--- config.mk ---
export PLATFORM = sky130hd
export DESIGN_NAME = i2s_receiver
export DESIGN_NICKNAME = d
export VERILOG_FILES = /design/src/rtl/common.sv /design/src/rtl/sync_2ff.sv /design/src/rtl/i2s_receiver.sv
export SDC_FILE = /design/constraint.sdc
export NUM_CORES = 1
export LEC_CHECK = 0
export ABC_AREA = 1
export CORE_MARGIN = 1.5
export CORE_UTILIZATION = 40
export CTS_BUF_LIST = sky130_fd_sc_hd__clkbuf_8
export DETAILED_ROUTE_END_ITERATION = 8
export SETUP_SLACK_MARGIN = 0.02
export SYNTH_ARGS = -nofsm -noshare
export SYNTH_HDL_FRONTEND = slang
export SYNTH_SLANG_ARGS = --single-unit
--- constraint.sdc ---
create_clock -name clk -period 1.5 [get_ports clk]
set_input_delay 0.225 -clock clk [delete_from_list [all_inputs] [get_ports clk]]
set_output_delay 0.225 -clock clk [all_outputs]
set_load 0.01 [all_outputs]
--- src/rtl/common.sv ---
// Shared I2S definitions: channel slot width, channel encoding and receiver states.
package common;

    localparam int unsigned I2S_BITS = 16;

    typedef enum logic {CH_LEFT = 1'b0, CH_RIGHT = 1'b1} i2s_chan_t;

    typedef enum logic [1:0] {S_IDLE, S_ALIGN, S_RUN} i2s_rx_state_t;

endpackage

--- src/rtl/sync_2ff.sv ---
// Two-flop synchroniser for one asynchronous input bit, cleared by reset_n.
module sync_2ff (
    input  logic clk,
    input  logic reset_n,
    input  logic d,
    output logic q
);

    logic meta_q;
    logic sync_q;

    always_ff @(posedge clk or negedge reset_n) begin
        if (!reset_n) begin
            meta_q <= '0;
            sync_q <= '0;
        end else begin
            meta_q <= d;
            sync_q <= meta_q;
        end
    end

    assign q = sync_q;

endmodule

--- src/rtl/i2s_receiver.sv ---
// Philips I2S slave receiver: oversamples BCK/LRCK/DATA in the logic clock domain,
// deserialises left/right words and reports framing errors and link activity.
module i2s_receiver
    import common::*;
#(
    parameter int unsigned BITS           = I2S_BITS,
    parameter int unsigned TIMEOUT_CYCLES = 256
) (
    input  logic            clk,
    input  logic            reset_n,
    input  logic            i2s_bck,
    input  logic            i2s_lrck,
    input  logic            i2s_data,
    output logic [BITS-1:0] left_data,
    output logic [BITS-1:0] right_data,
    output logic            sample_valid,
    output logic            frame_err,
    output logic            active
);

    localparam int unsigned CW = $clog2(BITS + 2);
    localparam int unsigned TW = $clog2(TIMEOUT_CYCLES);

    logic bck_s, lrck_s, data_s;

    sync_2ff u_sync_bck  (.clk(clk), .reset_n(reset_n), .d(i2s_bck),  .q(bck_s));
    sync_2ff u_sync_lrck (.clk(clk), .reset_n(reset_n), .d(i2s_lrck), .q(lrck_s));
    sync_2ff u_sync_data (.clk(clk), .reset_n(reset_n), .d(i2s_data), .q(data_s));

    i2s_rx_state_t   state_q,        state_d;
    i2s_chan_t       lrck_q,         lrck_d;
    logic            bck_dly_q,      bck_dly_d;
    // Only BITS-1 history bits are kept; the newest bit comes straight from data_s.
    logic [BITS-2:0] shreg_q,        shreg_d;
    logic [CW-1:0]   bit_cnt_q,      bit_cnt_d;
    logic [TW-1:0]   tmo_cnt_q,      tmo_cnt_d;
    logic [BITS-1:0] left_hold_q,    left_hold_d;
    logic            left_ok_q,      left_ok_d;
    logic [BITS-1:0] left_data_q,    left_data_d;
    logic [BITS-1:0] right_data_q,   right_data_d;
    logic            sample_valid_q, sample_valid_d;
    logic            frame_err_q,    frame_err_d;
    logic            active_q,       active_d;

    logic            rise;
    logic            edge_tr;
    logic            slot_ok;
    logic [BITS-1:0] word;

    always_comb begin
        rise    = bck_s & ~bck_dly_q;
        edge_tr = rise && (lrck_s != lrck_q);
        slot_ok = (bit_cnt_q == CW'(BITS - 1));
        word    = {shreg_q, data_s};

        state_d        = state_q;
        lrck_d         = lrck_q;
        bck_dly_d      = bck_s;
        shreg_d        = shreg_q;
        bit_cnt_d      = bit_cnt_q;
        tmo_cnt_d      = tmo_cnt_q;
        left_hold_d    = left_hold_q;
        left_ok_d      = left_ok_q;
        left_data_d    = left_data_q;
        right_data_d   = right_data_q;
        sample_valid_d = 1'b0;
        frame_err_d    = 1'b0;
        active_d       = active_q;

        if (rise) begin
            tmo_cnt_d = '0;
            shreg_d   = word[BITS-2:0];
            lrck_d    = i2s_chan_t'(lrck_s);
            if (edge_tr) begin
                bit_cnt_d = '0;
            end else if (bit_cnt_q != CW'(BITS + 1)) begin
                bit_cnt_d = bit_cnt_q + 1'b1;
            end

            // The bit sampled on a transition edge completes the word of channel lrck_q.
            case (state_q)
                S_IDLE: state_d = S_ALIGN;
                S_ALIGN: begin
                    if (edge_tr) begin
                        state_d   = S_RUN;
                        left_ok_d = 1'b0;
                    end
                end
                S_RUN: begin
                    if (edge_tr) begin
                        if (!slot_ok) begin
                            left_ok_d   = 1'b0;
                            frame_err_d = 1'b1;
                        end else if (lrck_q == CH_LEFT) begin
                            left_hold_d = word;
                            left_ok_d   = 1'b1;
                        end else if (left_ok_q) begin
                            left_data_d    = left_hold_q;
                            right_data_d   = word;
                            sample_valid_d = 1'b1;
                            active_d       = 1'b1;
                            left_ok_d      = 1'b0;
                        end
                    end
                end
                default: state_d = S_IDLE;
            endcase
        end else if (tmo_cnt_q == TW'(TIMEOUT_CYCLES - 1)) begin
            state_d   = S_IDLE;
            active_d  = 1'b0;
            left_ok_d = 1'b0;
            bit_cnt_d = '0;
        end else begin
            tmo_cnt_d = tmo_cnt_q + 1'b1;
        end
    end

    always_ff @(posedge clk or negedge reset_n) begin
        if (!reset_n) begin
            state_q        <= S_IDLE;
            lrck_q         <= CH_LEFT;
            bck_dly_q      <= '0;
            shreg_q        <= '0;
            bit_cnt_q      <= '0;
            tmo_cnt_q      <= '0;
            left_hold_q    <= '0;
            left_ok_q      <= '0;
            left_data_q    <= '0;
            right_data_q   <= '0;
            sample_valid_q <= '0;
            frame_err_q    <= '0;
            active_q       <= '0;
        end else begin
            state_q        <= state_d;
            lrck_q         <= lrck_d;
            bck_dly_q      <= bck_dly_d;
            shreg_q        <= shreg_d;
            bit_cnt_q      <= bit_cnt_d;
            tmo_cnt_q      <= tmo_cnt_d;
            left_hold_q    <= left_hold_d;
            left_ok_q      <= left_ok_d;
            left_data_q    <= left_data_d;
            right_data_q   <= right_data_d;
            sample_valid_q <= sample_valid_d;
            frame_err_q    <= frame_err_d;
            active_q       <= active_d;
        end
    end

    assign left_data    = left_data_q;
    assign right_data   = right_data_q;
    assign sample_valid = sample_valid_q;
    assign frame_err    = frame_err_q;
    assign active       = active_q;

endmodule

Word level (Yosys, flattened, before mapping)
Cells that the tools add are included.
{ "op_classes": {"n_reduce_logical": 9, "bitwise": 3, "n_mux": 33, "n_eq_ne": 17, "addsub": 2} }
{ "ops": {"columns": ["op", "count"], "rows": [
  ["$mux 1", 22],
  ["$mux 5", 4],
  ["$mux 8", 2],
  ["$reduce_and 6->1", 2],
  ["$add 8x1->8 const B", 1],
  ["$eq 8x8->1 const B", 1],
  ["$ne 2x2->1 const B", 4],
  ["$mux 2", 3],
  ["$ne 2x1->1 const B", 3],
  ["$ne 3x1->1 const B", 2],
  ["$ne 3x3->1 const B", 2],
  ["$pmux 2 s3", 1],
  ["$add 5x1->5 const B", 1],
  ["$eq 5x4->1 const B", 1],
  ["$ne 5x5->1 const B", 1],
  ["$reduce_and 5->1", 1],
  ["$reduce_and 4->1", 1],
  ["$reduce_and 3->1", 1],
  ["$eq 2x1->1 const B", 1],
  ["$eq 2x2->1 const B", 1],
  ["$logic_not 2->1", 1],
  ["$not 1->1", 2],
  ["$pmux 1 s2", 1],
  ["$reduce_and 2->1", 1],
  ["4 further kinds", 4]
]} }
{ "word_totals": {"in_bits": 5, "word_cells": 83, "out_inout_bits": 35, "register_bits": 90} }

Logic depth before layout (Yosys ltp)
Gate-level depths: netlist of the first run.
{ "depth": {"ltp_word": 6, "ltp_mapped": 11, "mapped_depth_nobuf": 10} }

Modules after synthesis
A second synthesis of the first run with hierarchy kept.
{ "unflattened": {"cells_unflattened": 392, "hier_area_um2": 3652.3} }
{ "by_module_without_submodules": {"columns": ["module", "cells_each", "area_each_um2", "instances", "seq_area_each_um2"], "rows": [
  ["i2s_receiver", 386, 3502.1, 1, 2102.0],
  ["sync_2ff", 2, 50.0, 3, 50.0]
]} }

Least setup slack after synthesis of the first run
OpenSTA, ideal clock, no wires.
{ "synth_timing": {"path_kind": "reg2reg", "start": "register bit_cnt_q[0]", "end": "register left_data_q[10] (netlist: left_data[10])", "setup_time_ns": 0.116, "stages_incl_launch_ff": 12, "path_slack_ns": -0.092, "required_time_ns": 1.384, "synth_period_minus_slack_ns": 1.592, "n_path_buf": 2, "arrival_ns": 1.476, "cell_sequence": "dfrtp_1 -> ha_1 -> nand2_1 -> nor2_1 -> ha_1 -> nand2_1 -> nor2_1 -> nand2_2 -> buf_6 -> buf_6 -> nand2_1 -> nand2_1"} }
{ "synth_between": {"elab_chain_cells": 2} }
{ "synth_lines": {"columns": ["item", "line_no", "rtl"], "rows": [
  ["start, declared", "i2s_receiver.sv:35", "logic [CW-1:0] bit_cnt_q, bit_cnt_d;"],
  ["start signal, assigned", "i2s_receiver.sv:138", "bit_cnt_q <= bit_cnt_d;"],
  ["$eq 5x4->1", "i2s_receiver.sv:53", "slot_ok = (bit_cnt_q == CW'(BITS - 1));"],
  ["$reduce_and 6->1 (no source line)", null, null],
  ["end signal, assigned", "i2s_receiver.sv:142", "left_data_q <= left_data_d;"],
  ["end, declared", "i2s_receiver.sv:39", "logic [BITS-1:0] left_data_q, left_data_d;"]
]} }
No other way between the ends.
A chain may end at the register's enable or synchronous reset.

Worst setup path in the final report of the first run
{ "layout_timing": {"start": "register bit_cnt_q[1]", "end": "register left_data_q[6] (netlist: left_data[6])"} }
Same word-level chain as after synthesis.

==> results of run 1 <==
-- Yosys cell counts, types with 3 or more instances --
cell type and n:
sky130_fd_sc_hd__o21ai_2 6, sky130_fd_sc_hd__buf_6 4, sky130_fd_sc_hd__nor3_1 4, sky130_fd_sc_hd__o21ai_0 31
sky130_fd_sc_hd__ha_1 4, sky130_fd_sc_hd__a31oi_1 3, sky130_fd_sc_hd__nand2_1 139, sky130_fd_sc_hd__nand3_1 9
sky130_fd_sc_hd__o21ai_1 23, sky130_fd_sc_hd__buf_4 3, sky130_fd_sc_hd__nor2_1 12, sky130_fd_sc_hd__nor2_2 3
sky130_fd_sc_hd__nand2_2 4, sky130_fd_sc_hd__inv_1 34, sky130_fd_sc_hd__buf_2 4, sky130_fd_sc_hd__dfrtp_1 90
-- per-layer routing --
layer	wire [um]	part of all wire, %
met5	0	0
met2	3670	47
met3	280	3.5
met4	101	1.3
met1	3840	49
-- layout make-up --
type,instances,area (sq um)
fillers,793,3900
flip-flops and latches,90,2250
multi-input cells,248,1380
repair buffers,68,728
inverters,36,148
clock buffers,10,138
well taps,108,135
clock inverters,5,62.6
repair inverters,2,27.5
-- state kept, by name, indices dropped and copies added (netlist names), 2 cells and up --
name,count
bit_cnt_q,5
left_hold_q,16
left_data,16
shreg_q,15
tmo_cnt_q,8
state_q,2
right_data,16
-- path summary, 6_finish.rpt --
| path | start | end | slack (ns) | depth (start not counted) |
|---|---|---|---|---|
| min in group clk | i2s_data | u_sync_data.meta_q | 0.30 | 1 |
| max in group asynchronous | reset_n | shreg_q[0] | 0.61 | 3 |
| min | reset_n | bit_cnt_q[0] | 0.25 | 2 |
| min reg2reg | u_sync_lrck.meta_q | u_sync_lrck.q | 0.35 | 0 |
| max | bit_cnt_q[1] | left_data[6] | -0.20 | 11 |
| max reg2reg | bit_cnt_q[1] | left_data[6] | -0.20 | 11 |
-- timing repair --
| item | 4_1_cts | 5_1_grt |
|---|---|---|
| setup endpoints to repair | 78 | 64 |
| hold buffers | 1 | 0 |
| pin swaps | 3 | 17 |
| hold endpoints to repair | 12 | 0 |
| gates cloned | 4 | 4 |
| resized for setup | 41 | 74 |
| buffers inserted | 3 | 4 |
-- cell families after synthesis --
logic type	after synthesis	share of synthesized area (%)
flops	90	62.1
simple gates	178	20.4
fa+ha+maj	4	1.38
compound gates	65	9.69
buf+inv	49	6.45
-- critical path: cells and delay by family (launching register included) --
family | cells | cell delay (ns)
flip-flops | 1 | 0.37
adder cells (fa/ha/maj) | 2 | 0.39
buffers and inverters | 2 | 0.24
AND/OR/NAND/NOR | 7 | 0.63
-- power breakdown --
part           leakage [nW]  total [mW]  switching, mW  internal, mW
logic                  1.25       0.528          0.344         0.184
registers              1.22        2.70          0.116          2.58
clock network        0.0950        1.68          0.867         0.815
total                  2.57        4.91           1.33          3.58
-- per-stage QoR --
| stage | instances | total power, mW |
|---|---|---|
| final | 567 | 4.91 |
| after global routing | 567 | 5.18 |
| after CTS | 560 | 4.90 |
| after detailed placement | 537 | 3.22 |
| after global placement | 537 | 3.19 |
| after floorplan | 386 | 3.02 |
==> impl_metrics.sql, run 1 <==
INSERT INTO impl_metrics (metric_group, metric, value, unit) VALUES
('status', 'result_of_the_run', 'complete, but fails checks', ''),
('status', 'violations_in_the_final_reports', 'negative setup slack', ''),
('floorplan', 'core_area', '0.00876', 'sq mm'),
('job', 'cap_violations', '0', ''),
('cts', 'h-tree-depth', '3', ''),
('cts', 'number_of_buffers_on_the_longest_clock_path', '2', ''),
('global_routing', 'grt_antenna_before_repair', '0', ''),
('global_routing', 'grt_pass1_wl', '12600', 'um'),
('timing', 'setup_viol', '50', ''),
('synthesis', 'mapped_cell_area', '0.00363', 'sq mm'),
('pwr', 'power.static_leakage', '2.57', 'nW'),
('final_layout', 'antenna_cells_inserted', '0', ''),
('floorplan', 'chipWidth', '98.2', 'um'),
('global_routing', 'grt.met1_usage', '24.2', '%'),
('timing', 'fin_crit', '1.70', 'ns'),
('timing', 'final-max-slew-violation-count', '0', ''),
('final_layout', 'stdcell_area', '0.00487', 'sq mm'),
('synthesis', 'postSynth.topFlopCell', 'sky130_fd_sc_hd__dfrtp_1', ''),
('global_routing', 'grt_remaining_overflow', '0', ''),
('floorplan', 'rows', '34', ''),
('global_routing', 'gr-max-usage-layer', 'met2', ''),
('timing', 'final.setup_skew', '0.0113', 'ns'),
('place', 'io_buffer_count', '39', ''),
('floorplan', 'vertical_die_dimension', '98.2', 'um'),
('timing', 'timing_worst_slew_pin_value', '0.403', 'ns'),
('synthesis', 'yosys_warnings', '0', ''),
('timing', 'grt_setup_unrepaired', 'yes', ''),
('routing', 'drtAntennaViolNets', '0', ''),
('final_layout', 'layout-drive-gt1-share', '24.8', '%'),
('synthesis', 'synth-seq-cells', '90', ''),
('timing', 'finalCritPeriodShare', '113', '%'),
('floorplan', 'design.portCount', '40', ''),
('synthesis', 'ys_top_cells_by_area', 'sky130_fd_sc_hd__dfrtp_1 62%, sky130_fd_sc_hd__nand2_1 14%, sky130_fd_sc_hd__o21ai_0 4.3%', ''),
('global_routing', 'grt_met3_use', '3.58', '%'),
('floorplan', 'fp.dieArea', '0.00965', 'sq mm'),
('setup_path', 'crit_chain', 'ha_2 > nand2_2 > nor2_2 > ha_2 > nand2_2 > nor2_4 > nand2_8 > buf_12 > clkinv_8 > nand2_1 > nand2_1', ''),
('final_layout', 'fin_nets', '464', ''),
('cts', 'clkLatencyLatePin', '0.36', 'ns'),
('setup_path', 'timing.critical_path.slowest_cell_delay', '0.37', 'ns'),
('final_layout', 'commonest_non_fill_non_tap_cell_in_the_layout', 'sky130_fd_sc_hd__nand2_1', ''),
('place', 'detailedPlacementHpwl', '4490', 'um'),
('final_layout', 'final_cell_mix', '108 x sky130_fd_sc_hd__nand2_1, 90 x sky130_fd_sc_hd__dfrtp_1, 34 x sky130_fd_sc_hd__inv_1, 29 x sky130_fd_sc_hd__dlygate4sd2_1, 26 x sky130_fd_sc_hd__o21ai_0', ''),
('synthesis', 'mean_cell_area_of_the_mapped_netlist', '9.40', 'sq um'),
('setup_path', 'setup.worst_path.class', 'reg -> reg', ''),
('setup_path', 'critPathMaxFanout', '8', ''),
('cts', 'clk_root_buffer_cell', 'sky130_fd_sc_hd__clkbuf_8', ''),
('routing', 'total_wirelength', '7890', 'um'),
('synthesis', 'asyncSetResetFlopFracSynth', '100', '%'),
('timing', 'finalHoldWorstSlack', '0.254', 'ns'),
('routing', 'vias_per_cell', '4.79', ''),
('setup_path', 'critPathSlowestCell', 'sky130_fd_sc_hd__dfrtp_1', ''),
('timing', 'report.final.hold_viol_count', '0', ''),
('timing', 'final_critical_path_setup_slack', '-0.197', 'ns'),
('routing', 'post_drt_wl_per_cell', '13.9', 'um'),
('routing', 'initialDrtViolationCount', '175', ''),
('synthesis', 'syn_nets', '395', ''),
('place', 'placed_area', '0.00422', 'sq mm'),
('global_routing', 'grt_use_met2', '24.5', '%'),
('global_routing', 'track_usage', '16.5', '%'),
('cts', 'cts_num_sinks', '90', ''),
('global_routing', 'grt_max_degree', '79', ''),
('synthesis', 'synth.largest_area_cell', 'sky130_fd_sc_hd__dfrtp_1', ''),
('cts', 'clock_tree_from_tritoncts', 'built', ''),
('setup_path', 'crit_arrival', '1.99', 'ns'),
('setup_path', 'worst-endpoint-required', '1.79', 'ns'),
('timing', 'setup-tns-final', '-7.62', 'ns'),
('global_routing', 'number_of_global_route_vias_before_repair', '2572', ''),
('timing', 'slew_headroom', '73.1', '%'),
('routing', 'post-route-drc-count', '0', ''),
('setup_path', 'crit_path_start_kind', 'flop', ''),
('timing', 'fmax', '589', 'MHz');
(Power assumes the default switching activity.)
==> inputs of run 2 (changes only) <==
--- a/config.mk
+++ b/config.mk
@@ -6,6 +6,7 @@
 export NUM_CORES = 1
 export LEC_CHECK = 0
 export ABC_AREA = 1
+export CORE_ASPECT_RATIO = 0.6
 export CORE_MARGIN = 1.5
 export CORE_UTILIZATION = 40
 export CTS_BUF_LIST = sky130_fd_sc_hd__clkbuf_8
==> run 2 against run 1 <==
Compared with the run above: the run ends with design-rule violations, negative setup slack left; utilization shrank 0.54 points; die area grew 0.19%; cell count grew 0.53%; global-route usage shrank 0.21 points; clock power shrank 3%; via count grew 0.11%; first-iteration DRC count grew 2.3%; critical path depth shrank 1; sequential power is essentially flat; combinational power shrank 1%; setup slack gained 0.028 ns; hold slack gained 0.031 ns; largest cell class unchanged; largest power group unchanged.
==> impl_metrics.sql, run 2 (synthesis gave the netlist of run 1 again) <==
INSERT INTO impl_metrics (metric_group, metric, value, unit) VALUES
('global_routing', 'grt_antenna_before_repair', '0', ''),
('global_routing', 'grt_met3_use', '5.86', '%'),
('floorplan', 'chipWidth', '126', 'um'),
('cts', 'clock_tree_from_tritoncts', 'built', ''),
('timing', 'final_critical_path_setup_slack', '-0.170', 'ns'),
('floorplan', 'fp.dieArea', '0.00967', 'sq mm'),
('pwr', 'power_frac_seq', '55.7', '%'),
('place', 'io_buffer_count', '39', ''),
('global_routing', 'number_of_global_route_vias_before_repair', '2477', ''),
('timing', 'final-max-slew-violation-count', '0', ''),
('pwr', 'clockPowerShare', '33.6', '%'),
('cts', 'clkLatencyLatePin', '0.37', 'ns'),
('global_routing', 'grt_pass1_wl', '12400', 'um'),
('pwr', 'internal_power', '3.53', 'mW'),
('floorplan', 'rows', '26', ''),
('routing', 'drtAntennaViolNets', '0', ''),
('setup_path', 'r2r_setup_slack', '-0.17', 'ns'),
('setup_path', 'r2r_cells', '10', ''),
('global_routing', 'grt_remaining_overflow', '0', ''),
('cts', 'number_of_buffers_on_the_longest_clock_path', '2', ''),
('floorplan', 'design.portCount', '40', ''),
('cts', 'path_clk_slew', '0.09', 'ns'),
('cts', 'cts_num_sinks', '90', ''),
('setup_path', 'regToRegStartpoint', 'bit_cnt_q[1]', ''),
('cts', 'clk_root_buffer_cell', 'sky130_fd_sc_hd__clkbuf_8', ''),
('final_layout', 'finalNonFillerCells', '570', ''),
('cts', 'h-tree-depth', '3', ''),
('setup_path', 'critPathMaxFanout', '8', ''),
('setup_path', 'setup.worst_path.class', 'reg -> reg', ''),
('setup_path', 'crit_arrival', '1.93', 'ns'),
('pwr', 'comb_power_share', '10.7', '%'),
('final_layout', 'antenna_cells_inserted', '0', ''),
('pwr', 'power.static_leakage', '2.48', 'nW'),
('routing', 'total_wirelength', '7910', 'um'),
('global_routing', 'track_usage', '16.3', '%'),
('global_routing', 'grt_max_degree', '34', ''),
('setup_path', 'r2r_end', 'left_data[4]', ''),
('pwr', 'netSwitchingFraction', '27.2', '%'),
('timing', 'setup_viol', '50', ''),
('final_layout', 'commonest_non_fill_non_tap_cell_in_the_layout', 'sky130_fd_sc_hd__nand2_1', ''),
('final_layout', 'layout-drive-gt1-share', '20.3', '%'),
('global_routing', 'grt_use_met2', '21.7', '%'),
('pwr', 'design_power', '4.85', 'mW'),
('pwr', 'ir_worst_vdd', '0.000459', 'V'),
('routing', 'vias_per_cell', '4.77', ''),
('pwr', 'power_per_cell_area', '1020', 'mW/mm^2'),
('setup_path', 'worst-endpoint-required', '1.76', 'ns'),
('routing', 'detailedRoute.firstPassIterationCount', '9', ''),
('final_layout', 'final_cell_mix', '123 x sky130_fd_sc_hd__nand2_1, 89 x sky130_fd_sc_hd__dfrtp_1, 35 x sky130_fd_sc_hd__inv_1, 33 x sky130_fd_sc_hd__dlygate4sd2_1, 25 x sky130_fd_sc_hd__o21ai_0', ''),
('routing', 'initialDrtViolationCount', '179', ''),
('timing', 'fmax', '599', 'MHz'),
('timing', 'final.setup_skew', '0.00940', 'ns'),
('status', 'result_of_the_run', 'complete, but fails checks', ''),
('setup_path', 'crit_path_start_kind', 'flop', ''),
('timing', 'fin_crit', '1.67', 'ns'),
('timing', 'timing_worst_slew_pin_value', '0.296', 'ns'),
('global_routing', 'gr-max-usage-layer', 'met1', ''),
('min_path', 'min-delay-path-class', 'in -> async', ''),
('floorplan', 'starting_density', '41.9', '%'),
('status', 'violations_in_the_final_reports', 'design-rule violations, negative setup slack', ''),
('floorplan', 'vertical_die_dimension', '76.8', 'um'),
('global_routing', 'grt.met1_usage', '24.6', '%'),
('place', 'placed_area', '0.00426', 'sq mm'),
('final_layout', 'fin_nets', '462', ''),
('routing', 'post-route-drc-count', '1', ''),
('routing', 'vias', '2719', ''),
('floorplan', 'core_area', '0.00865', 'sq mm'),
('timing', 'finalCritPeriodShare', '111', '%'),
('job', 'cap_violations', '0', ''),
('final_layout', 'stdcell_area', '0.00476', 'sq mm'),
('place', 'place_congestion', '0.785', ''),
('timing', 'grt_setup_unrepaired', 'yes', ''),
('setup_path', 'endpoint_kind', 'flop', ''),
('place', 'place.detailed.instances', '543', ''),
('cts', 'cts_inserted_buffers', '9', ''),
('timing', 'report.final.hold_viol_count', '0', ''),
('timing', 'slew_headroom', '80.3', '%'),
('final_layout', 'area.growth.synth_to_final', '31.2', '%'),
('pwr', 'net-switching-power', '1.32', 'mW'),
('routing', 'post_drt_wl_per_cell', '13.9', 'um'),
('place', 'detailedPlacementHpwl', '4830', 'um');
==> run 2: changes by cell type in the layout (fill, tap and decap cells not counted), moves of 2 or more <==
| cell | before | now |
|---|---|---|
| sky130_fd_sc_hd__buf_16 | 2 | 0 |
| sky130_fd_sc_hd__nand2_2 | 25 | 12 |
| sky130_fd_sc_hd__nand2_4 | 10 | 8 |
| sky130_fd_sc_hd__o21ai_1 | 18 | 24 |
| sky130_fd_sc_hd__clkbuf_16 | 2 | 5 |
| sky130_fd_sc_hd__dlymetal6s2s_1 | 5 | 2 |
| sky130_fd_sc_hd__dlygate4sd2_1 | 29 | 33 |
| sky130_fd_sc_hd__clkinv_8 | 2 | 0 |
| sky130_fd_sc_hd__nand2_1 | 108 | 123 |
| sky130_fd_sc_hd__o21ai_2 | 16 | 11 |
==> run 2: worst max-delay path, cell delays in order, from the launching register on <==
cell                        delay (ns)
sky130_fd_sc_hd__dfrtp_1          0.37
sky130_fd_sc_hd__ha_2             0.19
sky130_fd_sc_hd__nand2_2          0.07
sky130_fd_sc_hd__nor2_2           0.11
sky130_fd_sc_hd__ha_2             0.20
sky130_fd_sc_hd__nand2_2          0.06
sky130_fd_sc_hd__nor2_4           0.13
sky130_fd_sc_hd__nand2_8          0.11
sky130_fd_sc_hd__clkbuf_16        0.19
sky130_fd_sc_hd__nand2_1          0.06
sky130_fd_sc_hd__nand2_1          0.05
==> run 2: area by class of cell <==
class,instances,area (sq um)
Clock buffer,9,124
Clock inverter,7,70.1
Fill cell,786,3890
Inverter,36,138
Multi-Input combinational cell,247,1290
Sequential cell,90,2250
Tap cell,112,140
Timing Repair Buffer,69,744
==> run 2: metrics by stage <==
step                      setup TNS, ns  util (%)  worst slack, ns  hold WS, ns
after floorplan                   -1.41         -          -0.0916      -0.0706
after detailed placement          -3.83      49.3           -0.115        0.138
final                             -6.75      55.0           -0.170        0.285
after global placement            -2.29      49.3          -0.0695        0.132
after global routing             -11.38      55.0           -0.260        0.285
after CTS                         -3.79      51.3           -0.116        0.271
==> run 2: worst max path at each step <==
stage | startpoint | endpoint | slack [ns] | depth (start not counted)
2_1_floorplan | bit_cnt_q[0] | left_data[10] | -0.09 | 11
3_3_place_gp | bit_cnt_q[0] | left_data[14] | -0.07 | 11
3_5_place_dp | bit_cnt_q[0] | left_data[14] | -0.11 | 11
4_1_cts | bit_cnt_q[0] | right_data[10] | -0.12 | 10
5_1_grt | bit_cnt_q[1] | left_data[14] | -0.26 | 11
6_report | bit_cnt_q[1] | left_data[4] | -0.17 | 10
==> run 2: power groups by stage <==
stage | Sequential (mW) | Clock [mW] | Combinational (mW)
2_1_floorplan | 2.72 | 0 | 0.303
3_3_place_gp | 2.74 | 0 | 0.468
3_5_place_dp | 2.74 | 0 | 0.481
4_1_cts | 2.69 | 1.69 | 0.486
5_1_grt | 2.73 | 1.79 | 0.608
6_report | 2.70 | 1.63 | 0.521
==> run 2: per-layer routing <==
layer | part of all wire, % | wire, um
met1 | 54 | 4290
met4 | 0.76 | 60
met2 | 41 | 3210
met5 | 0 | 0
met3 | 4.5 | 357
==> run 2: timing repair <==
item                                    4_1_cts  5_1_grt
hold buffers                                  1        0
cloned                                        0        7
hold endpoints to repair                     18        0
pin swaps                                     1        9
gates resized for setup                      35       50
buffers inserted                              1        2
endpoints found under the setup margin       82       61
